[src/rtl/calendar_ctrl.sv]
// -----------------------------------------------------------------------------
// calendar_ctrl
// Day/month calendar sequencer and RUN/SET mode controller for the century
// clock. Advances day/month on each midnight tick, requests a year rollover
// on Dec 31, and lets the user edit day, month and year via two buttons.
//
// Build option: define GREGORIAN_FULL_EN for the full Gregorian leap rule
// (%4, %100, %400). Without it, leap = (year[1:0] == 0).
//
// Ports:
//   clk        in   system clock
//   rst_n      in   asynchronous active-low reset
//   tick_day   in   one-cycle midnight carry from the hour counter
//   btn_mode   in   debounced level; rising edge advances the mode
//   btn_inc    in   debounced level; rising edge increments selected field
//   year       in   current year from the year counter (YEAR_W bits)
//   day        out  day of month, 1..31
//   month      out  month, 1..12
//   mode       out  0=RUN, 1=SET_DAY, 2=SET_MONTH, 3=SET_YEAR
//   count_year out  one-cycle year rollover request
//   set_year   out  one-cycle user year increment request
// -----------------------------------------------------------------------------
module calendar_ctrl #(
  parameter int YEAR_W     = 16,
  parameter int INIT_DAY   = 1,
  parameter int INIT_MONTH = 1
) (
  input  logic              clk,
  input  logic              rst_n,
  input  logic              tick_day,
  input  logic              btn_mode,
  input  logic              btn_inc,
  input  logic [YEAR_W-1:0] year,
  output logic [4:0]        day,
  output logic [3:0]        month,
  output logic [1:0]        mode,
  output logic              count_year,
  output logic              set_year
);

  typedef enum logic [1:0] {
    MODE_RUN       = 2'd0,
    MODE_SET_DAY   = 2'd1,
    MODE_SET_MONTH = 2'd2,
    MODE_SET_YEAR  = 2'd3
  } mode_t;

  mode_t      r_mode;
  mode_t      w_mode_next;
  logic [4:0] r_day;
  logic [3:0] r_month;
  logic       r_count_year;
  logic       r_set_year;
  logic       r_btn_mode_q;
  logic       r_btn_inc_q;

  logic [4:0] w_day_next;
  logic [3:0] w_month_next;
  logic       w_count_year_next;
  logic       w_set_year_next;
  logic       w_day_upd;
  logic       w_mode_rise;
  logic       w_inc_rise;
  logic       w_inc_take;
  logic       w_leap;
  logic [4:0] w_dim;

  assign w_mode_rise = btn_mode & ~r_btn_mode_q;
  assign w_inc_rise  = btn_inc & ~r_btn_inc_q;
  // A mode step in the same cycle swallows the increment.
  assign w_inc_take  = w_inc_rise & ~w_mode_rise;

`ifdef GREGORIAN_FULL_EN
  assign w_leap = (year[1:0] == 2'b00) &&
                  (((year % YEAR_W'(100)) != '0) || ((year % YEAR_W'(400)) == '0));
`else
  // Upper year bits are irrelevant to the simplified rule.
  logic w_unused_year;
  assign w_unused_year = ^year[YEAR_W-1:2];
  assign w_leap = (year[1:0] == 2'b00);
`endif

  always_comb begin
    case (r_month)
      4'd2:                      w_dim = w_leap ? 5'd29 : 5'd28;
      4'd4, 4'd6, 4'd9, 4'd11:   w_dim = 5'd30;
      default:                   w_dim = 5'd31;
    endcase
  end

  // FSM state register
  always_ff @(posedge clk or negedge rst_n) begin
    if (!rst_n) r_mode <= MODE_RUN;
    else        r_mode <= w_mode_next;
  end

  // FSM next-state logic: one step around the ring per mode_rise
  always_comb begin
    w_mode_next = r_mode;
    if (w_mode_rise) begin
      case (r_mode)
        MODE_RUN:       w_mode_next = MODE_SET_DAY;
        MODE_SET_DAY:   w_mode_next = MODE_SET_MONTH;
        MODE_SET_MONTH: w_mode_next = MODE_SET_YEAR;
        default:        w_mode_next = MODE_RUN;
      endcase
    end
  end

  // FSM output logic: next values of the calendar and the pulse outputs
  always_comb begin
    w_day_next        = r_day;
    w_month_next      = r_month;
    w_count_year_next = 1'b0;
    w_set_year_next   = 1'b0;
    w_day_upd         = 1'b0;
    case (r_mode)
      MODE_RUN: begin
        if (tick_day) begin
          w_day_upd = 1'b1;
          if (r_day < w_dim) begin
            w_day_next = r_day + 5'd1;
          end else begin
            w_day_next = 5'd1;
            if (r_month < 4'd12) begin
              w_month_next = r_month + 4'd1;
            end else begin
              w_month_next      = 4'd1;
              w_count_year_next = 1'b1;
            end
          end
        end
      end
      MODE_SET_DAY: begin
        if (w_inc_take) begin
          w_day_upd  = 1'b1;
          w_day_next = (r_day >= w_dim) ? 5'd1 : r_day + 5'd1;
        end
      end
      MODE_SET_MONTH: begin
        if (w_inc_take) w_month_next = (r_month >= 4'd12) ? 4'd1 : r_month + 4'd1;
      end
      default: begin
        if (w_inc_take) w_set_year_next = 1'b1;
      end
    endcase
    // Pull an out-of-range day back after a month or year change; this uses
    // the current month/year, so it lands one cycle after that change.
    if (!w_day_upd && (r_day > w_dim)) w_day_next = w_dim;
  end

  always_ff @(posedge clk or negedge rst_n) begin
    if (!rst_n) begin
      r_day        <= 5'(INIT_DAY);
      r_month      <= 4'(INIT_MONTH);
      r_count_year <= 1'b0;
      r_set_year   <= 1'b0;
      r_btn_mode_q <= 1'b0;
      r_btn_inc_q  <= 1'b0;
    end else begin
      r_day        <= w_day_next;
      r_month      <= w_month_next;
      r_count_year <= w_count_year_next;
      r_set_year   <= w_set_year_next;
      r_btn_mode_q <= btn_mode;
      r_btn_inc_q  <= btn_inc;
    end
  end

  assign day        = r_day;
  assign month      = r_month;
  assign mode       = r_mode;
  assign count_year = r_count_year;
  assign set_year   = r_set_year;

endmodule

[config.mk]
export PLATFORM = sky130hd
export DESIGN_NAME = calendar_ctrl
export DESIGN_NICKNAME = d
export VERILOG_FILES = /design/src/rtl/calendar_ctrl.sv
export SDC_FILE = /design/constraint.sdc
export NUM_CORES = 1
export LEC_CHECK = 0
export ABC_CLOCK_PERIOD_IN_PS = 3300
export BUFFER_PORTS_ARGS = -buffer_cell sky130_fd_sc_hd__clkbuf_2
export CAP_MARGIN = 20
export CELL_PAD_IN_SITES_DETAIL_PLACEMENT = 1
export CELL_PAD_IN_SITES_GLOBAL_PLACEMENT = 2
export CORE_MARGIN = 1
export CORE_UTILIZATION = 28
export DETAILED_ROUTE_END_ITERATION = 8
export PLACE_DENSITY = 0.74
export SETUP_SLACK_MARGIN = 0.3
export SKIP_LAST_GASP = 1
export SLEW_MARGIN = 20
export SYNTH_ARGS = -nofsm -noshare
export SYNTH_HDL_FRONTEND = slang
export SYNTH_SLANG_ARGS = --single-unit
[constraint.sdc]
create_clock -name clk -period 3.3 [get_ports clk]
set_clock_uncertainty 0.1 [all_clocks]
set_input_delay 0.33 -clock clk [delete_from_list [all_inputs] [get_ports clk]]
set_output_delay 0.33 -clock clk [all_outputs]
set_load 0.03 [all_outputs]
==> results of run 1 <==
==> cells in the mapped netlist, drive strengths merged <==
| master | n |
|---|---|
| a2111oi | 1 |
| mux2i | 4 |
| o21a | 2 |
| mux2 | 1 |
| nand2b | 2 |
| nor2b | 4 |
| a32o | 1 |
| dfrtp | 13 |
| a211oi | 1 |
| o311a | 1 |
| a21boi | 6 |
| o211ai | 1 |
| nor3b | 1 |
| dfstp | 2 |
| o22ai | 1 |
| a21oi | 2 |
| and3 | 3 |
| o31ai | 2 |
| a22o | 1 |
| and2 | 1 |
| nor2 | 4 |
| nand2 | 5 |
| inv | 8 |
| o21ai | 6 |
| ha | 11 |
| nor3 | 2 |
| nand3 | 5 |
| a41o | 1 |
==> stage by stage <==
stage	setup slack [ps]	utilization (%)	instances	hold WS (ps)	total power [mW]
floorplan	635	-	92	-65.6	0.864
global placement	500	33.8	157	172	1.02
detailed placement	448	33.8	157	172	1.04
CTS	424	34.9	162	40.7	1.16
global route	352	35.2	162	25.6	1.26
finish	581	35.2	162	51.1	1.15
==> registers in the layout, summed over array words and instances, names as in the netlist <==
signal        cells
day               5
month             4
set_year          1
count_year        1
r_btn_inc_q       1
r_btn_mode_q      1
mode              2
==> how the worst max path moves through the flow <==
stage / start / endpoint / cells past startpoint
floorplan: month[1] / month[3] / 10
global placement: month[0] / month[3] / 11
detailed placement: month[0] / month[3] / 11
CTS: month[0] / month[3] / 11
global route: month[0] / month[3] / 11
finish: month[0] / month[3] / 9
==> report_power, final <==
group	leakage, nW	internal, mW	switching (mW)
Sequential	0.182	0.263	0.104
Combinational	0.340	0.263	0.409
Clock	0.0177	0.0451	0.0638
==> timing repair <==
item / in CTS / in global routing
hold buffers: 1 / 0
gates resized for setup: 0 / 2
hold endpoints to repair: 13 / 0
endpoints found under the setup margin: 0 / 4
==> final cells by class <==
cell class	count	area share [%]
clock buffers	3	1.91
clock inverters	1	0.426
inverters	8	2.55
multi-input cells	69	49.1
flip-flops and latches	15	32.1
well taps	46	4.89
repair buffers	20	8.94
==> placed cells by master (no fill, tap or decap), types with 3 or more instances in the layout <==
cell / Yosys / routed
nor2_1: 4 / 4
clkbuf_2: 0 / 19
ha_1: 11 / 11
clkbuf_4: 0 / 3
inv_1: 8 / 8
o21ai_0: 5 / 5
nor2b_1: 4 / 4
dfrtp_1: 13 / 13
nand3_1: 5 / 5
mux2i_1: 4 / 4
nand2_1: 5 / 5
a21boi_0: 4 / 4
==> cells by family (layout without fill, tap and decap cells) <==
logic type,after synthesis,count (layout),share of synthesized area (%)
AO/OA/AOI/OAI,26,26,23.5
buffers and inverters,8,32,3.08
AND/OR/NAND/NOR,27,27,15.4
flip-flops,15,15,38.7
multiplexers,5,5,5.26
adder cells (fa/ha/maj),11,11,14.1
==> per-layer routing <==
| metal | track usage [%] | share of wire, % | up-vias |
|---|---|---|---|
| met1 | 17.4 | 49 | 373 |
| met3 | 4.62 | 4.4 | 2 |
| met5 | 0 | 0 | - |
| met2 | 20.5 | 45 | 14 |
| met4 | 3.90 | 1.1 | 0 |
| li1 | - | - | 379 |
==> results by group, run 1 <==
Layout
  • Final net count: 149
  • P&R area growth vs syn: 20.5%
  • Post-route cell area: 1180 µm²
  • Area of the multi-input gates: 578 µm²
  • FF+latch area: 378 µm²
  • Fill count: 414
  • Total inserted antenna cells: 0
  • Share of layout cells above drive strength 1: 29.3%

Timing
  • Period utilisation layout: 82.4%
  • Final setup vio count: 0
  • Final slew viol count: 0
  • Tmin final: 2720 ps
  • Fin. Hold Viols: 0
  • RSZ-0062 raised after global routing: false
  • Fmax: 368 MHz
  • Final setup TNS: 0 ps
  • Relative max-transition margin: 74.0%
  • Slew @ Worst Pin: 380 ps

Die
  • Core area: 3340 µm²
  • Die height: 61.0 µm
  • Die ar.: 3730 µm²
  • I/O pins: 34
  • Rows: 21
  • Initial Util: 29.2%
  • Die width: 61.0 µm

Synthesis
  • Cell taking the most area after synthesis: dfrtp_1
  • Netlist cell types: 31
  • Synth top area share: 33.3%
  • Synthesized cell area: 976 µm²
  • Register bit total from synthesis: 15
  • Net Count, Synth: 124
  • Gate Count Post-Synth: 92
  • Register area share after synthesis: 38.7%
  • Synth area leaders: dfrtp_1 (33%), ha_1 (14%), dfstp_2 (5.4%), mux2i_1 (4.1%), a21boi_0 (3.1%)
  • Yosys warns: 0
  • Avg Cell Area, Syn: 10.6 µm²

Critical path
  • Slowest stage delay, CP: 610 ps
  • Worst Path Arrival: 2800 ps
  • CP top delay family: compound AO/OA/AOI/OAI gates
  • Worst EP required: 3380 ps
  • Buf+Inv Stages, Crit Path: 1
  • Crit end category: register
  • Register-to-register setup slack: 580 ps
  • Worst r2r src: month[0]
  • Top cell by count, worst path: ha_1
  • Worst Setup Path Type: reg -> reg
  • Max stage delay cell, worst path: dfstp_2
  • Reg-to-Reg End: month[3]
  • Worst Path Max Fanout: 8
  • Critical path, cell by cell: inv_1 -> ha_1 -> nor3b_2 -> ha_1 -> nor2b_1 -> o211ai_4 -> a211oi_4 -> a21oi_1 -> a41o_1
  • Worst r2r path cells: 9
  • Startpoint types: register

Clocking
  • CTS Buf Count: 3
  • Post-CTS Setup Bufs: 0
  • H-Tree Depth: 1
  • CTS Sinks: 15
  • Root Driver: clkbuf_4
  • CTS tree: yes
  • Clk Latency, worst-skew pair: 290 ps
  • Clock-pin slew on the worst setup and hold paths: 100 ps
  • Max clock buf depth: 2

Power and ir drop
  • Leakage: 0.540 nW
  • Pwr/cell area: 976 nW/µm²
  • Maximum VDD drop: 381 µV

Global routing
  • Global route overflow: 0
  • Initial antenna violation count: 0
  • Vias in the first global route: 781
  • Largest net degree at the start of global routing: 16
  • First-pass GRT wire length: 3540 µm
  • GRT Total Usage: 13.2%

Hold path
  • Tightest Hold Check Type: in -> reg
  • Min-Delay Path Depth: 1
  • Hold Crit Endpoint: r_btn_inc_q
  • Critical hold path startpoint: btn_inc

Flow run
  • Max Cap Violations: 0

Routing
  • DR WL/cell: 13.1 µm
  • Routed vias/inst: 4.74
  • Total wire length: 2120 µm
  • Via count: 768
  • Number of DRC markers in iteration 0: 30
  • # DRC: 0
  • Post-route ant nets: 0
  • DRT Pass-1 Iters: 3

Place
  • Post-DP HPWL: 1610 µm
  • GPL Wtd Cong: 0.702
  • PortBufs: 19
  • Placement Cell Area: 1130 µm²

Outcome
  • Status: completed
Power figures use the tool's default switching activity.
==> run 2, diff against run 1 <==
--- a/config.mk
+++ b/config.mk
@@ -5,15 +5,15 @@
 export SDC_FILE = /design/constraint.sdc
 export NUM_CORES = 1
 export LEC_CHECK = 0
-export ABC_CLOCK_PERIOD_IN_PS = 3300
+export ABC_CLOCK_PERIOD_IN_PS = 2300
 export BUFFER_PORTS_ARGS = -buffer_cell sky130_fd_sc_hd__clkbuf_2
 export CAP_MARGIN = 20
 export CELL_PAD_IN_SITES_DETAIL_PLACEMENT = 1
 export CELL_PAD_IN_SITES_GLOBAL_PLACEMENT = 2
 export CORE_MARGIN = 1
-export CORE_UTILIZATION = 28
+export CORE_UTILIZATION = 26
 export DETAILED_ROUTE_END_ITERATION = 8
-export PLACE_DENSITY = 0.74
+export PLACE_DENSITY = 0.72
 export SETUP_SLACK_MARGIN = 0.3
 export SKIP_LAST_GASP = 1
 export SLEW_MARGIN = 20
==> constraint.sdc (replaced) <==
create_clock -name clk -period 2.3 [get_ports clk]
set_clock_uncertainty 0.1 [all_clocks]
set_input_delay 0.23 -clock clk [delete_from_list [all_inputs] [get_ports clk]]
set_output_delay 0.23 -clock clk [all_outputs]
set_load 0.03 [all_outputs]
==> run 2 against run 1 <==
Effect of this change: the flow now finishes with violations (setup timing); flip-flop and latch count unchanged; wire length is 12% higher; sequential share of layout area down 5.2 points; highest routed layer is now met3; global-route usage about the same; fmax is 9.1% higher; largest cell class unchanged; core utilization grew 5.4 points; setup slack lost 770 ps; final cell count is 11% higher; via count is 9.8% higher; largest power group unchanged; count of clock-buffer cells in the layout rose by 1.
==> results by group, run 2 (same netlist as run 1, synthesis figures left out) <==
Global routing
  • Global route overflow: 0
  • Vias in the first global route: 915
  • First-pass GRT wire length: 4160 µm
  • Initial antenna violation count: 0
  • GRT Total Usage: 13.2%
  • Largest net degree at the start of global routing: 16

Critical path
  • Crit end category: register
  • Slowest stage delay, CP: 550 ps
  • Buf+Inv Stages, Crit Path: 1
  • Worst r2r src: month[0]
  • CP top delay family: compound AO/OA/AOI/OAI gates
  • Startpoint types: register
  • Worst Path Max Fanout: 4
  • Top cell by count, worst path: ha_4
  • Worst Setup Path Type: reg -> reg
  • Critical path, cell by cell: inv_2 -> ha_4 -> nor3b_4 -> o21ai_1 -> o311a_1 -> ha_4 -> and3_4 -> a2111oi_4 -> and2_4 -> o31ai_1
  • Worst Path Arrival: 2560 ps
  • Reg-to-Reg End: day[0]
  • Max stage delay cell, worst path: dfstp_2
  • Worst EP required: 2370 ps
  • Worst r2r path cells: 10
  • Register-to-register setup slack: -190 ps

Layout
  • Most frequent cells in the layout: clkbuf_2 (19), buf_4 (14), dfrtp_1 (12)
  • Fill count: 396
  • Most common cell after layout, fill and taps aside: clkbuf_2
  • Final net count: 167
  • Total inserted antenna cells: 0
  • Max reg flops: 5
  • Final core occ: 40.7%
  • P&R area growth vs syn: 44.5%
  • Share of layout cells above drive strength 1: 44.0%

Routing
  • Via count: 843
  • Met2 wire len: 1160 µm
  • Total wire length: 2380 µm
  • DRT Pass-1 Iters: 2
  • Met3 wire len: 70 µm
  • # DRC: 0
  • Post-Route M1 WL: 1150 µm
  • DR WL/cell: 13.2 µm
  • Routed vias/inst: 4.68
  • Uppermost routed layer: met3
  • Number of DRC markers in iteration 0: 9
  • Post-route ant nets: 0

Die
  • Die height: 63.3 µm
  • Die ar.: 4000 µm²
  • Core area: 3470 µm²
  • I/O pins: 34
  • Die width: 63.3 µm
  • Initial Util: 28.1%
  • Rows: 21

Flow run
  • Max Cap Violations: 0

Power and ir drop
  • Comb pwr share: 64.4%
  • Overall power: 2.05 mW
  • Switching Power: 934 µW
  • Pint: 1.11 mW
  • Pwr/cell area: 1450 nW/µm²
  • Maximum VDD drop: 622 µV
  • Sequential share of power: 25.1%
  • Clock share of power: 10.4%
  • Sw frac: 45.6%
  • Leakage: 0.634 nW

Timing
  • Hold_ws: 176 ps
  • Fmax: 401 MHz
  • Final slew viol count: 0
  • Relative max-transition margin: 71.7%
  • Final setup vio count: 9
  • PnR worst setup slack: -192 ps
  • Fin. Hold Viols: 0
  • Final setup TNS: -1470 ps
  • Tmin final: 2490 ps
  • Period utilisation layout: 108%
  • RSZ-0062 raised after global routing: true
  • Slew @ Worst Pin: 412 ps

Hold path
  • Hold Crit Endpoint: count_year
  • Min-Delay Path Depth: 3
  • Tightest Hold Check Type: in -> reg
  • Critical hold path startpoint: tick_day

Outcome
  • Violated checks: setup timing
  • Status: complete, but fails checks

Place
  • Post-DP HPWL: 1830 µm
  • GPL Wtd Cong: 0.706
  • PortBufs: 19
  • Post-Place Setup Slack: -241 ps

Clocking
  • CTS Sinks: 15
  • Clk Latency, worst-skew pair: 240 ps
  • Max clock buf depth: 2
  • CTS Buf Count: 3
  • Root Driver: clkbuf_8
  • H-Tree Depth: 1
  • Clock-pin slew on the worst setup and hold paths: 60 ps
  • CTS tree: yes
run 2: routing by layer:
metal,global-route usage [%],vias up
met5,0,-
met4,1.70,0
met3,3.80,0
met2,23.0,13
met1,16.6,414
li1,-,416
run 2: through the flow:
step                instances  cell area [µm²]
floorplan                  92              993
global placement          169             1240
detailed placement        169             1240
CTS                       178             1380
global route              180             1410
finish                    180             1410
run 2: cell type report:
cell class	instances	area, µm²	share of cell area (%)
clock buffers	4	45.0	3.19
inverters	8	30.0	2.13
multi-input cells	69	646	45.8
flip-flops and latches	15	379	26.9
well taps	46	57.6	4.08
repair buffers	38	253	17.9
run 2: power groups by stage:
stage / registers, mW / logic (mW) / clock network [mW]
floorplan: 0.685 / 0.596 / 0
finish: 0.515 / 1.32 / 0.213
global placement: 0.504 / 1.13 / 0
global route: 0.535 / 1.46 / 0.230
detailed placement: 0.508 / 1.16 / 0
CTS: 0.515 / 1.28 / 0.224
run 2: timing repair:
item                                    4_1_cts  5_1_grt
hold buffers                                  3        0
endpoints found under the setup margin       10       10
gates resized for setup                      10        5
endpoints found under the hold margin        15        0
pin swaps                                     1        2
setup buffers                                 2        2
cloned                                        0        0
run 2: worst reg2reg max path, cell delays in order, from the launching register on:
cell and delay, ps:
dfstp_2 550, inv_2 60, ha_4 150, nor3b_4 150, o21ai_1 110, o311a_1 280
ha_4 220, and3_4 150, a2111oi_4 380, and2_4 210, o31ai_1 70
run 2: how the worst max path moves through the flow:
stage                     slack [ps]     start       end  cells after the start
after floorplan                 -190  month[0]  month[3]                      9
after global placement          -180  month[0]    day[2]                     10
after detailed placement        -240  month[0]    day[4]                     11
after CTS                       -190  month[0]    day[4]                     10
after global routing            -290  month[0]    day[2]                     10
final                           -190  month[0]    day[0]                     10
==> run 3, diff against run 2 <==
--- a/config.mk
+++ b/config.mk
@@ -10,7 +10,6 @@
 export CAP_MARGIN = 20
 export CELL_PAD_IN_SITES_DETAIL_PLACEMENT = 1
 export CELL_PAD_IN_SITES_GLOBAL_PLACEMENT = 2
-export CORE_MARGIN = 1
 export CORE_UTILIZATION = 26
 export DETAILED_ROUTE_END_ITERATION = 8
 export PLACE_DENSITY = 0.72
==> constraint.sdc (replaced) <==
create_clock -name clk -period 2.3 [get_ports clk]
set_clock_uncertainty 0.1 [all_clocks]
set_input_delay 0.23 -clock clk [delete_from_list [all_inputs] [get_ports clk]]
set_output_delay 0.23 -clock clk [all_outputs]
set_load 0.02 [all_outputs]
==> run 3 against run 2 <==
Effect of this change: the flow still finishes with violations (setup timing); die area is the same; register-to-register slack is essentially flat; design area shrank 2.0%; sequential share of layout area grew 0.54 points; core utilization shrank 0.79 points; non-clock buffer count shrank 1; critical path type unchanged; sequential power is essentially flat; via count grew 1.4%; critical endpoint is now month[3]; first-iteration DRC count grew 100%.
==> results by group, run 3 (same netlist as run 1, synthesis figures left out) <==
Outcome
  • Status: complete, but fails checks
  • Violated checks: setup timing

Layout
  • Most frequent cells in the layout: clkbuf_2 (19), buf_4 (15), dfrtp_1 (12)
  • Max reg flops: 5
  • Fill count: 413
  • Post-route cell area: 1380 µm²
  • Share of layout cells above drive strength 1: 42.9%
  • Total inserted antenna cells: 0
  • Most common cell after layout, fill and taps aside: clkbuf_2
  • P&R area growth vs syn: 41.7%
  • Final net count: 166

Critical path
  • Crit end category: register
  • Buf+Inv Stages, Crit Path: 1
  • Worst Path Max Fanout: 5
  • CP top delay family: compound AO/OA/AOI/OAI gates
  • Worst Setup Path Type: reg -> reg
  • Register-to-register setup slack: -200 ps
  • Worst Path Arrival: 2540 ps
  • Max stage delay cell, worst path: dfstp_2
  • Worst EP required: 2340 ps
  • Slowest stage delay, CP: 570 ps
  • Startpoint types: register
  • Critical path, cell by cell: buf_4 -> ha_4 -> nor2_1 -> o311a_1 -> ha_1 -> nor2b_4 -> o211ai_4 -> a211oi_4 -> a21oi_1 -> a41o_1

Power and ir drop
  • Maximum VDD drop: 337 µV
  • Overall power: 1.92 mW
  • Pwr/cell area: 1390 nW/µm²
  • Leakage: 0.635 nW

Routing
  • # DRC: 0
  • Total wire length: 2350 µm
  • Routed vias/inst: 4.78
  • Via count: 855
  • DRT Pass-1 Iters: 4
  • Post-route ant nets: 0
  • Number of DRC markers in iteration 0: 18
  • DR WL/cell: 13.1 µm

Global routing
  • Global route overflow: 0
  • Initial antenna violation count: 0
  • Largest net degree at the start of global routing: 16
  • GRT Total Usage: 13.8%
  • First-pass GRT wire length: 4200 µm
  • Vias in the first global route: 882

Timing
  • Tmin final: 2500 ps
  • Final slew viol count: 0
  • Relative max-transition margin: 72.6%
  • Final setup vio count: 9
  • Slew @ Worst Pin: 400 ps
  • RSZ-0062 raised after global routing: true
  • Final setup TNS: -1560 ps
  • Fmax: 401 MHz
  • PnR worst setup slack: -196 ps
  • Period utilisation layout: 109%
  • Fin. Hold Viols: 0

Place
  • GPL Wtd Cong: 0.746
  • PortBufs: 19
  • Placement Cell Area: 1260 µm²
  • Post-DP HPWL: 1830 µm
  • Post-Place Setup Slack: -200 ps

Clocking
  • CTS Sinks: 15
  • CTS Buf Count: 3
  • H-Tree Depth: 1
  • CTS tree: yes
  • Max clock buf depth: 2
  • Clock-pin slew on the worst setup and hold paths: 60 ps
  • Root Driver: clkbuf_8
  • Clk Latency, worst-skew pair: 250 ps

Die
  • Rows: 21
  • Initial Util: 28.1%
  • Die height: 63.3 µm
  • Core area: 3470 µm²
  • Die width: 63.3 µm
  • Die ar.: 4000 µm²
  • I/O pins: 34

Hold path
  • Tightest Hold Check Type: in -> reg

Flow run
  • Max Cap Violations: 0
-- run 3: per-stage QoR --
stage	cells	hold WS (ps)	util, %
after floorplan	92	-166	-
after global placement	170	70.4	36.4
after detailed placement	170	75.5	36.4
after CTS	177	163	39.0
after global routing	179	209	39.9
final	179	183	39.9
-- run 3: worst register-to-register path: stages, from the launching register on --
cell	delay (ps)
dfstp_2	570
buf_4	130
ha_4	120
nor2_1	40
o311a_1	300
ha_1	220
nor2b_4	160
o211ai_4	90
a211oi_4	320
a21oi_1	120
a41o_1	210
-- run 3: worst paths after layout --
kind	from	endpoint	cells after the start
max in group asynchronous	rst_n	month[0]	2
worst max-delay path	month[0]	month[3]	10
worst min-delay path	tick_day	count_year	3
worst min register to register	day[3]	day[3]	1
worst max register to register	month[0]	month[3]	10
min in group asynchronous	rst_n	r_btn_inc_q	2
-- run 3: repair_timing --
| action | CTS | global route |
|---|---|---|
| endpoints found under the setup margin | 10 | 10 |
| hold buffers | 3 | 0 |
| endpoints found under the hold margin | 15 | 0 |
| gates resized for setup | 2 | 3 |
| buffers inserted | 0 | 2 |
| pin swaps | 2 | 0 |
-- run 3: cell type report --
cell class / count / area [µm²] / share of cell area, %
timing repair buffer: 37 / 238 / 17.2
tap: 46 / 57.6 / 4.16
sequential: 15 / 379 / 27.4
inverter: 8 / 30.0 / 2.17
clock buffer: 3 / 41.3 / 2.99
multi-input combinational: 69 / 632 / 45.7
clock inverter: 1 / 5.00 / 0.362
-- run 3: metal layers --
layer	GRT usage (%)	vias to the layer above	part of all wire [%]
li1	-	412	-
met1	16.5	425	45
met2	23.0	14	50
met3	3.80	4	2.9
met4	5.97	0	2.2
met5	0	-	0
-- run 3: report_power, final --
| group | internal, mW | switching [mW] |
|---|---|---|
| sequential | 0.379 | 0.133 |
| clock | 0.120 | 0.0994 |
| combinational | 0.566 | 0.620 |
